$ cat src/rtl/lock_controller_if.sv
// Signal bundle between the keypad/comparator front end and the lock controller.
// The master side drives the user inputs and the slave side reports the lock status.
interface lock_controller_if #(
  parameter int CNT_W   = 4,
  parameter int TIMER_W = 16
);
  logic               power_on;
  logic               star;
  logic               change_req;
  logic               code_ok;
  logic               clear;
  logic [2:0]         state;
  logic [CNT_W-1:0]   wrong_cnt;
  logic [TIMER_W-1:0] timer;
  logic               unlock;
  logic               alarm;

  modport master (
    output power_on, star, change_req, code_ok, clear,
    input  state, wrong_cnt, timer, unlock, alarm
  );

  modport slave (
    input  power_on, star, change_req, code_ok, clear,
    output state, wrong_cnt, timer, unlock, alarm
  );
endinterface

$ cat src/rtl/lock_controller.sv
// Tick-sampled door-lock state machine with a retry limit, a timed lockout that
// releases on its own, and an auto-relock timeout after a successful unlock.
module lock_controller #(
  parameter int TICK_DIV   = 50000,
  parameter int MAX_TRIES  = 3,
  parameter int CNT_W      = 4,
  parameter int OPEN_TICKS = 100,
  parameter int LOCK_TICKS = 600,
  parameter int TIMER_W    = 16
) (
  input  logic            clk,
  input  logic            rst_n,
  lock_controller_if.slave bus
);

  localparam int DIV_W = (TICK_DIV > 1) ? $clog2(TICK_DIV) : 1;

  localparam logic [DIV_W-1:0]   DIV_LAST    = DIV_W'(TICK_DIV - 1);
  localparam logic [CNT_W-1:0]   CNT_MAX     = CNT_W'(MAX_TRIES);
  localparam logic [CNT_W-1:0]   CNT_RELEASE = CNT_W'(MAX_TRIES - 1);
  localparam logic [TIMER_W-1:0] T_OPEN      = TIMER_W'(OPEN_TICKS);
  localparam logic [TIMER_W-1:0] T_LOCK      = TIMER_W'(LOCK_TICKS);
  localparam logic [TIMER_W-1:0] T_ONE       = TIMER_W'(1);

  typedef enum logic [2:0] {
    S_OFF     = 3'b000,
    S_ARMED   = 3'b001,
    S_RETRY   = 3'b010,
    S_OPEN    = 3'b100,
    S_CHANGE  = 3'b101,
    S_LOCKOUT = 3'b111
  } state_t;

  state_t             state_reg, state_next;
  logic [CNT_W-1:0]   wrong_cnt_reg, wrong_cnt_next;
  logic [TIMER_W-1:0] timer_reg, timer_next;
  logic [DIV_W-1:0]   div_reg;
  logic               star_q_reg, chg_q_reg;
  logic               unlock_reg, alarm_reg;
  logic               tick, star_edge, chg_edge;
  logic [CNT_W-1:0]   cnt_inc;

  assign tick      = (div_reg == DIV_LAST);
  assign star_edge = bus.star & ~star_q_reg;
  assign chg_edge  = bus.change_req & ~chg_q_reg;
  // Saturating increment keeps wrong_cnt bounded even from a corrupted count.
  assign cnt_inc   = (wrong_cnt_reg >= CNT_MAX) ? CNT_MAX : wrong_cnt_reg + CNT_W'(1);

  always_ff @(posedge clk) begin
    if (!rst_n) begin
      div_reg       <= '0;
      state_reg     <= S_OFF;
      wrong_cnt_reg <= '0;
      timer_reg     <= '0;
      star_q_reg    <= 1'b0;
      chg_q_reg     <= 1'b0;
      unlock_reg    <= 1'b0;
      alarm_reg     <= 1'b0;
    end else begin
      div_reg <= tick ? '0 : div_reg + DIV_W'(1);
      if (tick) begin
        state_reg     <= state_next;
        wrong_cnt_reg <= wrong_cnt_next;
        timer_reg     <= timer_next;
        star_q_reg    <= bus.star;
        chg_q_reg     <= bus.change_req;
        unlock_reg    <= (state_next == S_OPEN);
        alarm_reg     <= (state_next == S_LOCKOUT);
      end
    end
  end

  always_comb begin
    state_next     = state_reg;
    wrong_cnt_next = wrong_cnt_reg;
    timer_next     = timer_reg;
    if (bus.clear) begin
      state_next     = S_OFF;
      wrong_cnt_next = '0;
      timer_next     = '0;
    end else begin
      case (state_reg)
        S_OFF: begin
          if (bus.power_on)
            state_next = (wrong_cnt_reg == '0) ? S_ARMED : S_RETRY;
        end
        S_ARMED, S_RETRY: begin
          // Powering off keeps wrong_cnt so a power cycle cannot reset the tries.
          if (!bus.power_on) begin
            state_next = S_OFF;
          end else if (star_edge) begin
            if (bus.code_ok) begin
              state_next     = S_OPEN;
              wrong_cnt_next = '0;
              timer_next     = T_OPEN;
            end else begin
              wrong_cnt_next = cnt_inc;
              if (cnt_inc == CNT_MAX) begin
                state_next = S_LOCKOUT;
                timer_next = T_LOCK;
              end else begin
                state_next = S_RETRY;
              end
            end
          end
        end
        S_OPEN: begin
          if (!bus.power_on) begin
            state_next = S_OFF;
            timer_next = '0;
          end else if (chg_edge) begin
            state_next = S_CHANGE;
            timer_next = '0;
          end else if (timer_reg <= T_ONE) begin
            state_next = S_ARMED;
            timer_next = '0;
          end else begin
            timer_next = timer_reg - T_ONE;
          end
        end
        S_CHANGE: begin
          if (!bus.power_on)
            state_next = S_OFF;
          else if (star_edge && bus.code_ok)
            state_next = S_OFF;
        end
        S_LOCKOUT: begin
          // Release leaves one try short of the limit, so the next miss relocks.
          if (timer_reg <= T_ONE) begin
            wrong_cnt_next = CNT_RELEASE;
            state_next     = (CNT_RELEASE == '0) ? S_ARMED : S_RETRY;
            timer_next     = '0;
          end else begin
            timer_next = timer_reg - T_ONE;
          end
        end
        default: state_next = S_OFF;
      endcase
    end
  end

  assign bus.state     = state_reg;
  assign bus.wrong_cnt = wrong_cnt_reg;
  assign bus.timer     = timer_reg;
  assign bus.unlock    = unlock_reg;
  assign bus.alarm     = alarm_reg;

endmodule

$ cat src/flat_wrapper.sv
// flat-port wrapper written by rule: the top's interface ports become plain ports
module lock_controller_flat 
#(
  parameter int TICK_DIV   = 50000,
  parameter int MAX_TRIES  = 3,
  parameter int CNT_W      = 4,
  parameter int OPEN_TICKS = 100,
  parameter int LOCK_TICKS = 600,
  parameter int TIMER_W    = 16
)
  (clk, rst_n, bus_power_on, bus_star, bus_change_req, bus_code_ok, bus_clear, bus_state, bus_wrong_cnt, bus_timer, bus_unlock, bus_alarm);
  lock_controller_if #(.CNT_W(CNT_W), .TIMER_W(TIMER_W)) bus_i ();
  input  logic clk;
  input  logic rst_n;
  input wire logic [$bits(bus_i.power_on)-1:0] bus_power_on;
  input wire logic [$bits(bus_i.star)-1:0] bus_star;
  input wire logic [$bits(bus_i.change_req)-1:0] bus_change_req;
  input wire logic [$bits(bus_i.code_ok)-1:0] bus_code_ok;
  input wire logic [$bits(bus_i.clear)-1:0] bus_clear;
  output wire logic [$bits(bus_i.state)-1:0] bus_state;
  output wire logic [$bits(bus_i.wrong_cnt)-1:0] bus_wrong_cnt;
  output wire logic [$bits(bus_i.timer)-1:0] bus_timer;
  output wire logic [$bits(bus_i.unlock)-1:0] bus_unlock;
  output wire logic [$bits(bus_i.alarm)-1:0] bus_alarm;
  assign bus_i.power_on = bus_power_on;
  assign bus_i.star = bus_star;
  assign bus_i.change_req = bus_change_req;
  assign bus_i.code_ok = bus_code_ok;
  assign bus_i.clear = bus_clear;
  assign bus_state = bus_i.state;
  assign bus_wrong_cnt = bus_i.wrong_cnt;
  assign bus_timer = bus_i.timer;
  assign bus_unlock = bus_i.unlock;
  assign bus_alarm = bus_i.alarm;
  lock_controller #(.TICK_DIV(TICK_DIV), .MAX_TRIES(MAX_TRIES), .CNT_W(CNT_W), .OPEN_TICKS(OPEN_TICKS), .LOCK_TICKS(LOCK_TICKS), .TIMER_W(TIMER_W)) u_core (.clk(clk), .rst_n(rst_n), .bus(bus_i));
endmodule
$ cat config.mk
export PLATFORM = sky130hd
export DESIGN_NAME = lock_controller_flat
export DESIGN_NICKNAME = d
export VERILOG_FILES = /design/src/rtl/lock_controller_if.sv /design/src/rtl/lock_controller.sv /design/src/flat_wrapper.sv
export SDC_FILE = /design/constraint.sdc
export NUM_CORES = 1
export LEC_CHECK = 0
export CELL_PAD_IN_SITES_DETAIL_PLACEMENT = 1
export CELL_PAD_IN_SITES_GLOBAL_PLACEMENT = 2
export CORE_MARGIN = 3
export CORE_UTILIZATION = 30
export CTS_CLUSTER_DIAMETER = 100
export DETAILED_ROUTE_END_ITERATION = 8
export HOLD_SLACK_MARGIN = 0.03
export PLACE_DENSITY = 0.75
export SYNTH_ARGS = -nofsm -noshare
export SYNTH_HDL_FRONTEND = slang
export SYNTH_SLANG_ARGS = --single-unit
$ cat constraint.sdc
create_clock -name clk -period 4.9 [get_ports clk]
set_clock_uncertainty 0.2 [all_clocks]
set_input_delay 0.98 -clock clk [delete_from_list [all_inputs] [get_ports clk]]
set_output_delay 0.98 -clock clk [all_outputs]
set_load 0.05 [all_outputs]
### Word-level counts from Yosys, hierarchy flattened

Index checks and enable logic that the tools add are counted.

* add/sub/neg operators: 3
* multipliers: 0
* div/mod/pow operators: 0
* $lt $le $gt $ge: 2
* equal/unequal tests: 13
* shift-type cells: 0
* muxes and demuxes: 30
* bitwise operators: 5
* reductions and logical operators: 9

Operators by type and width (number)
* $mux 16: 8
* $pmux 16 s3: 1
* $mux 3: 12
* $mux 4: 6
* $add 16x1->16 const B: 1
* $eq 16x16->1 const B: 1
* $le 16x1->1 const B: 1
* $sub 16x1->16 const B: 1
* $eq 3x3->1 const B: 5
* $pmux 3 s5: 1
* $reduce_and 5->1: 2
* $pmux 4 s2: 1
* $ne 3x2->1 const B: 2
* $add 4x1->4 const B: 1
* $eq 4x2->1 const B: 1
* $ge 4x2->1 const B: 1
* $logic_not 4->1: 1
* $ne 4x3->1 const B: 1
* $reduce_bool 4->1: 1
* $reduce_or 2->1: 2
* $eq 3x1->1 const B: 1
* $eq 3x2->1 const B: 1
* $logic_not 3->1: 1
* $ne 3x3->1 const B: 1
* other kinds (5): 8

* bits in registers: 43
* bits in latches: 0
* memory bits (writable): 0
* memory bits (read-only): 0
* word-level logic and storage cells: 70
* memories: 0

### Longest topological paths before layout

Gate-level depths: netlist of run 1.

* depth in word-level cells: 10
* mapped depth: 9
* mapped depth without buffers: 8

### Worst setup path before layout of run 1

Ideal clock, no wire load.

* path kind: input port to flip-flop
* from: input bus_star
* to: register u_core.timer_reg[1] (netlist: u_core.bus.timer[1])
* library setup time: 86 ps
* arrival time: 2574 ps
* required time: 4614 ps
* path slack: 2040 ps
* stages: 7
* cell sequence: nor2b_1 a2111oi_2 a211oi_1 buf_2 a21bo_1 buf_2 a211oi_1

* cells in the longest elaborated chain, start to end: 3

RTL lines
* start: declaration: RTL line flat_wrapper.sv:16 `input wire logic [$bits(bus_i.star)-1:0] bus_star;`
* $and 1x1->1: RTL line lock_controller.sv:44 `assign star_edge = bus.star & ~star_q_reg;`
* $ne 3x2->1 (no line)
* $reduce_and 5->1 (no line)
* end signal: assignment: RTL line lock_controller.sv:64 `timer_reg <= timer_next;`
* end: declaration: RTL line lock_controller.sv:36 `logic [TIMER_W-1:0] timer_reg, timer_next;`

No other way between the ends.
A chain may end at the register's enable or synchronous reset.

### Worst setup path after layout of run 1

* from: input bus_star
* to: register u_core.timer_reg[4] (netlist: u_core.bus.timer[4])

The elaborated chain is that of the path after synthesis.

==> out/summary.txt, run 1 <==
number of flops mapped to enable cells by yosys: 0
PortBufs: 31
antenna violations before repair: 0
Post-Syn Nets: 307
Ys Warns: 0
Reg power frac: 55.9%
total CTS buffers: 5
Worst EP arrival: 3290 ps
top cell type's share of synthesized area: 35.7%
full die area: 9140 um^2
ys async rst share: 0%
Synth Area in Compound Gates: 16.3%
Levels on crit path: 8
DR DRC count: 0
CTS tree: yes
largest family of logic cells by synthesized area: simple AND/OR/NAND/NOR gates
Final nets: 338
Yosys cell types: 53
syn_area_per_cell: 8.17 um^2
Yosys reg bits: 43
Hold Crit Depth: 2
via count: 2203
DP HPWL: 5.09 mm
RSZ-0062 raised after global routing: false
Max-cap violations: 0
Pins Over Slew Limit: 0
slowest cell on the critical path: a2111oi_2
Final WS setup: 1640 ps
Cells after Synth: 295
Final Hold Violating Endpoints: 0
Clock Tree Root: clkbuf_8
Fillers: 959
Final Cycle Share: 66.5%
share of layout cells above drive strength 1: 6.42%
Worst-path clk slew: 90 ps
post-synthesis xor/xnor area fraction: 9.81%
post_cts resized: 0
Final TNS setup: 0 ps
Die X: 95.6 um
largest net degree at the start of global routing: 17
mux cell area share after synthesis: 0.415%
first-pass GRT wire length: 11.0 mm
top post-synthesis cells by area: dfxtp_1 (36%), xor2_1 (7.3%), nor2_1 (6.4%)
Worst Path Buf+Inv: 2
Synth Flop Type: dfxtp_1
Pwr Density: 216 nW/um^2
routed len/inst: 15.5 um
row cnt: 32
Logic pwr share: 4.9%
Total Wirelength: 6.67 mm
Worst Path Class, Setup: primary input to register
Critical Path, Cell by Cell: clkdlybuf4s50_1, nor2b_1, a2111oi_2, a211oi_1, buf_4, nor2b_1, o2bb2a_1, o21ai_1
top cell type by total area after synthesis: dfxtp_1
CTS Buffer Depth: 2
Leak Pwr: 1.05 nW
vias in the first global route: 2165
switching share of power: 24.4%
crit path capture type: register
endpoints failing setup: 0
post-synthesis sequential area ratio: 35.7%
Mapped Area: 2410 um^2
hold_buf cts: 0
final antenna-violating net count: 0
core area: 7770 um^2
Worst Hold Class: register to register
TritonRoute pass-1 iters: 4
P&R area growth vs syn: 21.3%
H-tree Lvls: 2
pre-CTS WS: 1350 ps
max_slew headroom: 41.6%
Worst Tran Pin Value: 868 ps
postcts setup bufs: 0
clock power share: 39.3%
Ant. Diodes: 0
Worst R2R Path Depth: 7
Initial Util: 31.0%
crit-path most repeated cell: nor2b_1
Crit Path Max Fanout: 11
Psw: 154 uW
Setup crit start kind: primary input
Peak VDD IR: 148 uV
die height: 95.6 um
vias per std cell: 5.14
DR iter-0 viols: 44
Total Power: 632 uW
GP Congestion: 0.783
synth cell count leaders: dfxtp_1 (43), nor2_1 (41), nand2_1 (31)
boundary pin count: 32
internal power: 478 uW
minimum clock period: 3260 ps
clock sinks: 43
most common cell in the netlist: dfxtp_1
Synth Area in Simple Gates: 32.1%
status: completed
WP data required: 4930 ps
Top delay family on crit path: compound AO/OA/AOI/OAI gates
total gr overflow: 0
gr usage total: 15.4%
CP max stage delay: 690 ps
Post-Synth Adder-Cell Area: 2.60%
Fmax: 307 MHz
Clock Latency Late Sink: 300 ps
-- path summary, 6_finish.rpt --
kind	slack, ps	from	endpoint
worst max register to register	2120	u_core.bus.state[0]$_SDFFE_PN0P_	u_core.bus.timer[4]$_SDFFE_PN0P_
worst min register to register	250	u_core.chg_q_reg$_SDFFE_PN0P_	u_core.chg_q_reg$_SDFFE_PN0P_
worst max-delay path	1640	bus_star	u_core.bus.timer[4]$_SDFFE_PN0P_
worst min-delay path	250	u_core.chg_q_reg$_SDFFE_PN0P_	u_core.chg_q_reg$_SDFFE_PN0P_
-- cells in the final DEF (no fill, tap or decap), drive strengths merged, types with 3 or more instances in the layout --
master          n
nand3          18
and2            3
nor4            4
nand4          10
a211oi          5
nand2          31
buf             3
o2bb2a          3
xor2           20
a21boi          3
and4            4
nor2b           5
dfxtp          43
or3             4
a21oi           9
and3            7
nor3            7
clkbuf          6
inv             8
nor2           44
nand3b          3
ha              5
xnor2           7
nand2b          4
o21ai           8
o31ai           3
a31oi           5
clkdlybuf4s50  31
-- layout make-up --
class	instances	area, um^2	area share, %
clock buffers	6	82.6	2.82
flip-flops and latches	43	861	29.4
inverters	8	30.0	1.03
multi-input cells	234	1470	50.4
repair buffers	34	333	11.4
clock inverters	2	16.3	0.556
well taps	102	128	4.36
-- worst min-delay path, stage by stage (launching register included) --
cell,delay [ps]
dfxtp_1,320
nand2_1,50
a21boi_1,50
-- power by group through the flow --
stage | logic [mW] | clock network [mW] | registers (mW)
finish | 0.0309 | 0.248 | 0.353
global route | 0.0346 | 0.277 | 0.354
global placement | 0.0309 | 0 | 0.361
floorplan | 0.0176 | 0 | 0.361
detailed placement | 0.0311 | 0 | 0.362
CTS | 0.0313 | 0.259 | 0.353
-- logic make-up after synthesis --
logic type / after synthesis
adder cells (fa/ha/maj): 5
flip-flops: 43
multiplexers: 1
AO/OA/AOI/OAI: 50
AND/OR/NAND/NOR: 151
buffers and inverters: 18
XOR/XNOR: 27
-- layer usage --
metal | wire [um] | share of wire [%] | up-vias | GRT usage, %
li1 | - | - | 1112 | -
met1 | 3410 | 51 | 1052 | 21.7
met2 | 3010 | 45 | 33 | 24.2
met3 | 189 | 2.8 | 6 | 2.76
met4 | 58 | 0.87 | 0 | 3.79
met5 | 0 | 0 | - | 0
-- metrics by stage --
step                      util [%]  hold slack, ps  instances  cell area [um^2]
after floorplan                  -             226        295              2410
after detailed placement      36.4             244        421              2830
after global routing          37.6             285        429              2920
after global placement        36.4             233        421              2830
final                         37.6             254        429              2920
after CTS                     37.6             258        429              2920
No activity file was read; power rests on OpenSTA's default activity.
==> inputs of run 2 (changes only) <==
==> constraint.sdc (replaced) <==
create_clock -name clk -period 3 [get_ports clk]
set_clock_uncertainty 0.2 [all_clocks]
set_input_delay 0.6 -clock clk [delete_from_list [all_inputs] [get_ports clk]]
set_output_delay 0.6 -clock clk [all_outputs]
set_load 0.05 [all_outputs]
==> run 2 against run 1 <==
Net effect:
- sequential cell count unchanged
- register-to-register slack got worse by 1900 ps
- critical path type is now register to register
- combinational power increased by 80%
- cell count increased by 2.1%
- sequential power increased by 63%
- final area increased by 2.3%
- hold slack got worse by 2.6 ps
- critical path depth decreased by 2
- worst setup slack got worse by 1400 ps
- sequential share of layout area decreased by 0.66 points
==> out/summary.txt, run 2 (same netlist as run 1, synthesis figures left out) <==
Worst Hold Class: register to register
Worst Path Class, Setup: register to register
first-pass GRT wire length: 11.7 mm (+5.9%)
DP HPWL: 5.37 mm (+5.4%)
GP Congestion: 0.863 (+10%)
post_cts resized: 0 (unchanged)
clock power share: 39.2% (about the same)
routed len/inst: 15.9 um (+2.4%)
CTS Buffer Depth: 2 (unchanged)
Setup crit start kind: register
WHS: 252 ps (-2.61 ps)
Initial Util: 31.0% (unchanged)
slowest cell on the critical path: or4_1
minimum clock period: 2730 ps
most frequent cells in the layout: dfxtp_1 (43), nor2_1 (41), nand2_1 (31), clkdlybuf4s50_1 (31), xor2_1 (20)
switching share of power: 24.5% (+0.16 points)
Critical Path, Cell by Cell: or4b_1, or4_1, a211oi_4, nand2_1, o2bb2a_4, o21ai_2
total CTS buffers: 5 (unchanged)
Final nets: 347 (+2.7%)
PortBufs: 31 (unchanged)
R2R Setup Slk: 270 ps (-1850 ps)
internal power: 786 uW (+64%)
CP max stage delay: 740 ps (+50 ps)
Reg power frac: 55.4% (-0.5 points)
Psw: 255 uW (+66%)
Worst EP arrival: 2760 ps (-530 ps)
TritonRoute pass-1 iters: 4 (unchanged)
pre-CTS WS: 161 ps (-1190 ps)
P&R area growth vs syn: 24.1%
row cnt: 32 (unchanged)
Final Hold Violating Endpoints: 0 (unchanged)
share of layout cells above drive strength 1: 8.93% (+2.5 points)
RSZ-0062 raised after global routing: false
Logic pwr share: 5.3% (+0.4 points)
Final Cycle Share: 91.1%
antenna violations before repair: 0 (unchanged)
full die area: 9140 um^2 (unchanged)
Worst Tran Pin Value: 505 ps (-363 ps)
die height: 95.6 um (unchanged)
gr usage total: 16.4% (+1.0 points)
largest net degree at the start of global routing: 15 (-2)
Die X: 95.6 um (unchanged)
placed cell area: 2890 um^2 (+2.4%)
Leak Pwr: 1.10 nW (+4.1%)
vias per std cell: 5.17 (+0.66%)
Final TNS setup: 0 ps (unchanged)
final antenna-violating net count: 0 (unchanged)
DR DRC count: 0 (unchanged)
postcts setup bufs: 0 (unchanged)
Crit Path Max Fanout: 8 (-3)
Pwr Density: 348 nW/um^2 (+61%)
endpoints failing setup: 0 (unchanged)
Ant. Diodes: 0 (unchanged)
clock sinks: 43 (unchanged)
Clock Tree Root: clkbuf_8
Pins Over Slew Limit: 0 (unchanged)
Fmax: 366 MHz
Final Cell Area: 2990 um^2 (+2.3%)
Worst-path clk slew: 90 ps (about the same)
Max-cap violations: 0 (unchanged)
core area: 7770 um^2 (unchanged)
vias in the first global route: 2350 (+8.5%)
Total Wirelength: 6.97 mm (+4.6%)
commonest non-fill, non-tap cell in the layout: dfxtp_1
total gr overflow: 0 (unchanged)
DR iter-0 viols: 81 (+84%)
via count: 2264 (+2.8%)
crit path capture type: register
WP data required: 3030 ps (-1900 ps)
boundary pin count: 32 (unchanged)
H-tree Lvls: 2 (unchanged)
Clock Latency Late Sink: 300 ps (about the same)
hold_buf cts: 0 (unchanged)
status: completed
Peak VDD IR: 176 uV (+19%)
max_slew headroom: 66.2% (+25 points)
CTS tree: yes
Final WS setup: 268 ps (-1370 ps)
## run 2: changes by cell type in the layout (fill, tap and decap cells not counted), sizes merged
| cell | change |
|---|---|
| buf | +9 |
## run 2: layout make-up
class | count | area, um^2
Multi-Input combinational cell | 234 | 1470
Timing Repair Buffer | 43 | 400
Inverter | 8 | 30.0
Tap cell | 102 | 128
Clock inverter | 2 | 16.3
Fill cell | 960 | 4780
Clock buffer | 6 | 82.6
Sequential cell | 43 | 861
## run 2: power by group through the flow
stage	logic (mW)	clock network (mW)	registers (mW)
detailed placement	0.0554	0	0.590
global placement	0.0559	0	0.590
CTS	0.0558	0.423	0.577
finish	0.0556	0.408	0.577
floorplan	0.0287	0	0.590
global route	0.0612	0.447	0.578
## run 2: path summary, 6_finish.rpt
kind	start	depth (start not counted)	to
worst min-delay path	u_core.chg_q_reg$_SDFFE_PN0P_	2	u_core.chg_q_reg$_SDFFE_PN0P_
worst max-delay path	u_core.div_reg[6]$_SDFF_PP0_	6	u_core.bus.timer[3]$_SDFFE_PN0P_
worst max register to register	u_core.div_reg[6]$_SDFF_PP0_	6	u_core.bus.timer[3]$_SDFFE_PN0P_
worst min register to register	u_core.chg_q_reg$_SDFFE_PN0P_	2	u_core.chg_q_reg$_SDFFE_PN0P_
## run 2: layer usage
layer	share of wire, %	track usage (%)	vias to the layer above
met4	0.83	3.55	0
li1	-	-	1127
met5	0	0	-
met2	48	27.2	39
met3	3.3	2.92	6
met1	48	22.1	1092
## run 2: per-stage QoR
| stage | total power, mW | util, % | instances |
|---|---|---|---|
| after global routing | 1.09 | 38.5 | 438 |
| final | 1.04 | 38.5 | 438 |
| after floorplan | 0.618 | - | 295 |
| after CTS | 1.06 | 38.5 | 438 |
| after global placement | 0.646 | 37.2 | 430 |
| after detailed placement | 0.646 | 37.2 | 430 |
## run 2: worst max-delay path, delay by kind of cell, from the launching register on
kind | cells | cell delay [ps]
and+or+nand+nor | 3 | 1350
DFF | 1 | 430
AOI/OAI and AO/OA | 3 | 680
